**src/rtl/serial_negate_ctrl_if.sv**
```systemverilog
// Word-level handshake bundle for the serial negation controller:
// producer side (in_*, din, mode), consumer side (out_*, dout, ovf) and status.
interface serial_negate_ctrl_if #(
   parameter int WIDTH = 8
);
   logic             in_valid;
   logic             in_ready;
   logic [WIDTH-1:0] din;
   logic             mode;
   logic             out_valid;
   logic             out_ready;
   logic [WIDTH-1:0] dout;
   logic             ovf;
   logic             busy;

   modport master (
      output in_valid, din, mode, out_ready,
      input  in_ready, out_valid, dout, ovf, busy
   );

   modport slave (
      input  in_valid, din, mode, out_ready,
      output in_ready, out_valid, dout, ovf, busy
   );
endinterface

```
**src/rtl/serial_negate_ctrl.sv**
```systemverilog
// Accepts a parallel word, pushes it LSB-first through a serial two's-complement
// stage (copy through the first 1, invert afterwards) and returns the word.
module serial_negate_ctrl #(
   parameter int WIDTH = 8,
   parameter int CNT_W = $clog2(WIDTH)
) (
   input  logic                clk,
   input  logic                rst,
   serial_negate_ctrl_if.slave bus
);
   typedef enum logic [1:0] {IDLE, SHIFT, DONE} state_t;

   localparam logic [CNT_W-1:0] LAST_BIT = CNT_W'(WIDTH - 1);
   localparam logic [WIDTH-1:0] MOST_NEG = {1'b1, {(WIDTH-1){1'b0}}};

   state_t           state_q, state_d;
   logic [WIDTH-1:0] sreg_q, sreg_d;
   logic [WIDTH-1:0] res_q, res_d;
   logic [CNT_W-1:0] cnt_q, cnt_d;
   logic             seen_one_q, seen_one_d;
   logic             mode_q, mode_d;
   logic             ovf_pend_q, ovf_pend_d;
   logic [WIDTH-1:0] dout_q, dout_d;
   logic             ovf_q, ovf_d;
   logic             in_ready_c;
   logic             out_valid_c;
   logic             obit;

   always_ff @(posedge clk) begin
      if (rst) begin
         state_q    <= IDLE;
         sreg_q     <= '0;
         res_q      <= '0;
         cnt_q      <= '0;
         seen_one_q <= 1'b0;
         mode_q     <= 1'b0;
         ovf_pend_q <= 1'b0;
         dout_q     <= '0;
         ovf_q      <= 1'b0;
      end else begin
         state_q    <= state_d;
         sreg_q     <= sreg_d;
         res_q      <= res_d;
         cnt_q      <= cnt_d;
         seen_one_q <= seen_one_d;
         mode_q     <= mode_d;
         ovf_pend_q <= ovf_pend_d;
         dout_q     <= dout_d;
         ovf_q      <= ovf_d;
      end
   end

   always_comb begin
      state_d     = state_q;
      sreg_d      = sreg_q;
      res_d       = res_q;
      cnt_d       = cnt_q;
      seen_one_d  = seen_one_q;
      mode_d      = mode_q;
      ovf_pend_d  = ovf_pend_q;
      dout_d      = dout_q;
      ovf_d       = ovf_q;
      in_ready_c  = 1'b0;
      out_valid_c = 1'b0;
      obit        = (mode_q && seen_one_q) ? ~sreg_q[0] : sreg_q[0];

      case (state_q)
         IDLE: begin
            in_ready_c = 1'b1;
            // din/mode are only looked at when the producer qualifies them
            if (bus.in_valid) begin
               sreg_d     = bus.din;
               mode_d     = bus.mode;
               cnt_d      = '0;
               seen_one_d = 1'b0;
               res_d      = '0;
               ovf_pend_d = bus.mode && (bus.din == MOST_NEG);
               state_d    = SHIFT;
            end
         end
         SHIFT: begin
            res_d      = {obit, res_q[WIDTH-1:1]};
            sreg_d     = sreg_q >> 1;
            seen_one_d = seen_one_q | sreg_q[0];
            cnt_d      = cnt_q + CNT_W'(1);
            if (cnt_q == LAST_BIT) begin
               // Publish the finished word; dout/ovf then hold until the next one.
               dout_d  = res_d;
               ovf_d   = ovf_pend_q;
               state_d = DONE;
            end
         end
         DONE: begin
            out_valid_c = 1'b1;
            if (bus.out_ready) begin
               state_d = IDLE;
            end
         end
         default: begin
            state_d = IDLE;
         end
      endcase
   end

   assign bus.in_ready  = in_ready_c;
   assign bus.out_valid = out_valid_c;
   assign bus.dout      = dout_q;
   assign bus.ovf       = ovf_q;
   assign bus.busy      = (state_q != IDLE);
endmodule

```
**src/flat_wrapper.sv**
```systemverilog
// flat-port wrapper written by rule: the top's interface ports become plain ports
module serial_negate_ctrl_flat 
#(
   parameter int WIDTH = 8,
   parameter int CNT_W = $clog2(WIDTH)
)
  (clk, rst, bus_in_valid, bus_din, bus_mode, bus_out_ready, bus_in_ready, bus_out_valid, bus_dout, bus_ovf, bus_busy);
  serial_negate_ctrl_if #(.WIDTH(WIDTH)) bus_i ();
  input  logic clk;
  input  logic rst;
  input wire logic [$bits(bus_i.in_valid)-1:0] bus_in_valid;
  input wire logic [$bits(bus_i.din)-1:0] bus_din;
  input wire logic [$bits(bus_i.mode)-1:0] bus_mode;
  input wire logic [$bits(bus_i.out_ready)-1:0] bus_out_ready;
  output wire logic [$bits(bus_i.in_ready)-1:0] bus_in_ready;
  output wire logic [$bits(bus_i.out_valid)-1:0] bus_out_valid;
  output wire logic [$bits(bus_i.dout)-1:0] bus_dout;
  output wire logic [$bits(bus_i.ovf)-1:0] bus_ovf;
  output wire logic [$bits(bus_i.busy)-1:0] bus_busy;
  assign bus_i.in_valid = bus_in_valid;
  assign bus_i.din = bus_din;
  assign bus_i.mode = bus_mode;
  assign bus_i.out_ready = bus_out_ready;
  assign bus_in_ready = bus_i.in_ready;
  assign bus_out_valid = bus_i.out_valid;
  assign bus_dout = bus_i.dout;
  assign bus_ovf = bus_i.ovf;
  assign bus_busy = bus_i.busy;
  serial_negate_ctrl #(.WIDTH(WIDTH), .CNT_W(CNT_W)) u_core (.clk(clk), .rst(rst), .bus(bus_i));
endmodule
```
**config.mk**
```make
export PLATFORM = sky130hd
export DESIGN_NAME = serial_negate_ctrl_flat
export DESIGN_NICKNAME = d
export VERILOG_FILES = /design/src/rtl/serial_negate_ctrl_if.sv /design/src/rtl/serial_negate_ctrl.sv /design/src/flat_wrapper.sv
export SDC_FILE = /design/constraint.sdc
export NUM_CORES = 1
export LEC_CHECK = 0
export CORE_MARGIN = 3
export CORE_UTILIZATION = 43
export CTS_BUF_LIST = sky130_fd_sc_hd__clkbuf_4
export DETAILED_ROUTE_END_ITERATION = 16
export GPL_TIMING_DRIVEN = 0
export HOLD_SLACK_MARGIN = 0.15
export PLACE_DENSITY = 0.64
export SETUP_SLACK_MARGIN = 0.3
export SYNTH_ARGS = -nofsm -noshare
export SYNTH_HDL_FRONTEND = slang
export SYNTH_SLANG_ARGS = --single-unit
```
**constraint.sdc**
```tcl
create_clock -name clk -period 3.5 [get_ports clk]
set_input_delay 0.525 -clock clk [delete_from_list [all_inputs] [get_ports clk]]
set_output_delay 0.525 -clock clk [all_outputs]
set_load 0.02 [all_outputs]
```
Yosys cells after proc, flatten, opt, wreduce, memory -nomap -nowiden
Cells that the tools add are included.
{ "classes": {"add_sub_neg": 1, "eq_ne": 7, "mux": 15, "n_bitwise": 2, "n_reduce_logical": 9} }
{ "ops": {"columns": ["op", "count"], "rows": [
  ["8-bit case mux with 2 select lines", 2],
  ["8-bit two-way mux", 2],
  ["8-bit == test (second input constant)", 1],
  ["2-bit two-way mux", 3],
  ["2-bit case mux with 3 select lines", 1],
  ["3-bit case mux with 2 select lines", 1],
  ["2-bit AND reduction", 3],
  ["1-bit two-way mux", 4],
  ["2-bit inequality test (second input constant)", 2],
  ["2-bit nonzero test", 2],
  ["3-bit by 1-bit adder with 3-bit output (second input constant)", 1],
  ["3-bit == test (second input constant)", 1],
  ["3-bit two-way mux", 1],
  ["3-bit AND reduction", 1],
  ["2-bit by 1-bit == test with 1-bit output (second input constant)", 1],
  ["2-bit == test (second input constant)", 1],
  ["1-bit logical AND", 2],
  ["2-bit zero test", 1],
  ["2-bit by 1-bit inequality test with 1-bit output (second input constant)", 1],
  ["1-bit case mux with 2 select lines", 1],
  ["1-bit inverter", 1],
  ["1-bit bitwise OR", 1]
]} }
{ "word_totals": {"register_bits": 33, "in_bits": 13, "elab_cells": 43} }

Depth between registers and ports, before layout
{ "logic_depth": {"word_depth": 3, "depth_mapped": 6, "depth_no_buf": 5} }

Worst setup path before layout
OpenSTA, ideal clock, no wires.
{ "synth_timing": {"path_kind": "reg-to-output", "start": "register u_core.state_q[0]", "end": "output port bus_in_ready", "arrival_ns": 1.091, "required_time_ns": 2.975, "path_slack_ns": 1.884, "path_stages_with_launch": 5, "n_path_buf": 2, "path_cell_list": "dfxtp_1 buf_6 buf_4 or2_2 inv_1"} }
{ "synth_between": {"elab_chain_cells": 2} }
{ "synth_rtl": {"columns": ["item", "line", "text"], "rows": [
  ["start: declaration", "serial_negate_ctrl.sv:16", "state_t state_q, state_d;"],
  ["start signal: assignment", "serial_negate_ctrl.sv:41", "state_q <= state_d;"],
  ["2-bit zero test", "serial_negate_ctrl.sv:67", "case (state_q)"],
  ["1-bit two-way mux", "serial_negate_ctrl.sv:67", null],
  ["end: declaration", "flat_wrapper.sv:15", "output wire logic [$bits(bus_i.in_ready)-1:0] bus_in_ready;"]
]} }
Every way passes these cells.

Worst setup path after layout
Same ends and word-level chain as after synthesis.

==> key figures <==
Layout
  – Filler cells: about 310
  – Storage cell area: roughly 640 um2
  – Final layout net count: around 190
  – Area of all placed cells without fillers: 1742 um2
  – Non-filler instance count after layout: between 200 and 250
  – Fraction of layout instances using a drive strength above 1: between 10% and 20%
  – Leading cell type in the layout, fill and taps excluded: sky130_fd_sc_hd__dfxtp_1
  – Area grow syn2layout: 23.40%
  – Footprint of the multi-input gates: about 660 um2
  – Commonest cells after routing, fill and taps aside: 32 x sky130_fd_sc_hd__dfxtp_1, 23 x sky130_fd_sc_hd__clkdlybuf4s50_1, 16 x sky130_fd_sc_hd__nor2_1
  – Ant. Diodes: 0

Floorplan
  – Die Footprint: 4006 um2
  – Row count: 20
  – Core footprint: around 3100 um2
  – Total I/O pin count: 25
  – DIE HEIGHT: about 63 um
  – X dimension of the die: 63.29 um
  – Initial cell density of the core: 45.48%

Clocking
  – Number of buffers inserted for hold repair after clock tree synthesis: 0
  – Clk_lat worst skew: between 0.3 and 0.4 ns
  – Maximum count of clock buffers along a single path: 2
  – Cell at the root of the clock tree: sky130_fd_sc_hd__clkbuf_4
  – Post-CTS repair timing setup buffer count: 0
  – PostCTS Resize Cnt: 0
  – TritonCTS clock tree: done
  – Number of sinks driven by the clock tree: 32
  – H-tree levels: 2
  – Inserted Clock Buffers: 5
  – Clock transition at the register clock pins on the worst setup and hold paths after CTS: ~0.090 ns

Global route
  – Wire length of the first global-routing pass: 4933 um
  – Global Route Usage Sum: between 10% and 20%
  – Antenna violations before repair: 0
  – Number of global-route vias before repair: roughly 1100
  – Pin count of the biggest net entering global routing: 11
  – Overflow left after global routing: 0

Detailed routing
  – DRT Pass-1 Iters: 4
  – Routed vias: roughly 1100
  – Routed WL per cell: roughly 13 um
  – Number of DRC violations after detailed-routing iteration 0: 43
  – Antenna Nets Post-Route: 0
  – Wire length reported by the detailed router: 2811 um
  – Average vias per placed instance: a little over 5
  – Count of unresolved DRC violations after routing: 0

Critical path
  – Critical Path End Type: output pin
  – Logic depth of the worst register-to-register path: 5
  – Required @ worst endpoint: slightly below 3 ns
  – Cell breakdown of the critical path: buf_6 > buf_4 > or2_2 > inv_1 > clkdlybuf4s50_1
  – Max incr delay on CP: 0.59 ns
  – Critical path arrival: 1.89 ns
  – Element type at the critical path start: flop
  – CP Max Fanout: 10
  – Cell with the biggest individual delay on the critical path: sky130_fd_sc_hd__clkdlybuf4s50_1
  – Critical path type: flop to output pin

Power
  – Peak supply drop: 0.0002396 V
  – Power density normalized to cell area: ~380 nW/um2
  – Leakage dissipation: ~0.63 nW

STA
  – Slew margin rel.: a little over two thirds
  – Worst Slack Setup Final: around 1.1 ns
  – Setup repair after global routing missed its margin: false
  – Final Max Tran Viols: 0
  – Total setup violations reported at the end of the flow: 0
  – Ratio of final minimum period to clock period: 68.89%
  – Setup tns final: 0 ns
  – Post-route clock skew: 0.008167 ns
  – Time the final worst path needs with I/O delays and setup: roughly 2.4 ns
  – Achievable frequency: just over 0.4 GHz
  – Worst Max-Slew Pin Slew: around 0.45 ns
  – Number of hold violations in the final report: 0

Synthesis
  – Cell variety after synth: 36
  – Complex-gate fraction of the synthesized area: between 10% and 20%
  – Cells after synthesis: ~140
  – Post-synthesis mux area share: under 10%
  – Dominant combinational cell family by area after synthesis: simple AND/OR/NAND/NOR gates
  – Mean instance size in the synthesized netlist: slightly below 10 um2
  – Post-Synth Adder-Cell Area: approximately 1.8%
  – Cell area after synthesis: ~1400 um2
  – Simple-gate share of the synthesized area: a little under a fifth
  – Ys flop type: sky130_fd_sc_hd__dfxtp_1
  – Syn nets: approximately 160
  – Synth Area in XOR/XNOR: less than 1%
  – Total of warnings raised by yosys: 0
  – Register area share after synthesis: between 40% and 50%
  – Count of flip-flops with a built-in enable after synthesis: 0
  – Synthesized flop and latch total: 32
  – Fraction of registers with async set/reset: 0%

Run status
  – Run status: completed

Place
  – Number of buffer cells added on primary ports: 23
  – Pre-CTS setup slack: about 1.4 ns
  – Global placement routability congestion: 0.7344
  – Placed instance count: 210
  – Detailed Place HPWL: between 2000 and 2500 um
  – Post-detailed-placement cell area: approximately 1700 um2

Flow run
  – Count of max-cap constraint violations: 0

Min path
  – Hold Path Class: flop to flop
  – Worst hold path depth: 2
[worst max-delay path: cells and delay by family (launching register included)]
kind / cells / cell delay [ns]
buffers and inverters: 4 / 0.96
and+or+nand+nor: 1 / 0.29
DFF: 1 / 0.31
[cells by family after synthesis]
| group | Yosys count |
|---|---|
| XOR/XNOR | 1 |
| buffers and inverters | 14 |
| AO/OA/AOI/OAI | 34 |
| multiplexers | 10 |
| AND/OR/NAND/NOR | 50 |
| flip-flops | 32 |
| adder cells (fa/ha/maj) | 2 |
[where the power goes]
group | internal [mW] | switching, mW
clock | 0.0700 | 0.116
sequential | 0.376 | 0.00786
combinational | 0.0459 | 0.0436
[layer usage]
metal  GRT usage, %  wire (um)  up-vias
met3          4.456        113        5
li1               -          -      561
met2          25.03       1352       21
met5              0          0        -
met4          5.660         39        0
met1          19.45       1306      523
[cell usage after synthesis (2+ instances only)]
| cell type | instances | area, um2 |
|---|---|---|
| sky130_fd_sc_hd__dfxtp_1 | 32 | 640.6 |
| sky130_fd_sc_hd__nor2_1 | 16 | 60.06 |
| sky130_fd_sc_hd__a21oi_1 | 9 | 45.04 |
| sky130_fd_sc_hd__a22oi_1 | 9 | 67.56 |
| sky130_fd_sc_hd__mux2i_1 | 9 | 90.09 |
| sky130_fd_sc_hd__nand2_1 | 9 | 33.78 |
| sky130_fd_sc_hd__nand3_1 | 7 | 35.03 |
| sky130_fd_sc_hd__a211oi_1 | 4 | 30.03 |
| sky130_fd_sc_hd__o21ai_0 | 4 | 20.02 |
| sky130_fd_sc_hd__a211oi_2 | 3 | 37.54 |
| sky130_fd_sc_hd__buf_2 | 3 | 15.01 |
| sky130_fd_sc_hd__buf_6 | 3 | 33.78 |
| sky130_fd_sc_hd__clkbuf_1 | 3 | 11.26 |
| sky130_fd_sc_hd__nand2b_1 | 3 | 18.77 |
| sky130_fd_sc_hd__nor2_2 | 3 | 18.77 |
| sky130_fd_sc_hd__a21oi_2 | 2 | 17.52 |
| sky130_fd_sc_hd__ha_1 | 2 | 25.02 |
| sky130_fd_sc_hd__inv_1 | 2 | 7.510 |
| sky130_fd_sc_hd__nor2b_1 | 2 | 12.51 |
| sky130_fd_sc_hd__nor4b_1 | 2 | 17.52 |
[final cells by class]
cell class	instances	share of cell area [%]
flip-flops and latches	32	36.78
clock inverters	2	0.4310
inverters	2	0.4310
plain buffers	12	5.891
clock buffers	5	2.155
well taps	44	3.161
multi-input cells	97	37.93
repair buffers	23	13.22
[state kept, by name (all words and copies together), names as in the netlist]
signal	flops
u_core.bus.dout	8
u_core.bus.ovf	1
u_core.cnt_q	3
u_core.mode_q	1
u_core.ovf_pend_q	1
u_core.res_q	7
u_core.seen_one_q	1
u_core.sreg_q	8
u_core.state_q	2
[stage by stage]
stage | total power, mW | hold WS [ns] | utilization, %
final | 0.6596 | 0.4598 | 56.13
after global routing | 0.6924 | 0.4883 | 56.13
after CTS | 0.6683 | 0.4636 | 56.13
after detailed placement | 0.4819 | 0.4506 | 54.68
after global placement | 0.4791 | 0.4449 | 54.68
after floorplan | 0.4517 | 0.4440 | -
[worst paths after layout]
path	slack, ns	endpoint	startpoint
max	1.09	bus_in_ready	u_core.state_q[0]
min reg2reg	0.46	u_core.bus.dout[0]	u_core.bus.dout[0]
min	0.46	u_core.bus.dout[0]	u_core.bus.dout[0]
max reg2reg	2.13	u_core.bus.dout[7]	u_core.cnt_q[0]
No activity file was read; power rests on OpenSTA's default activity.
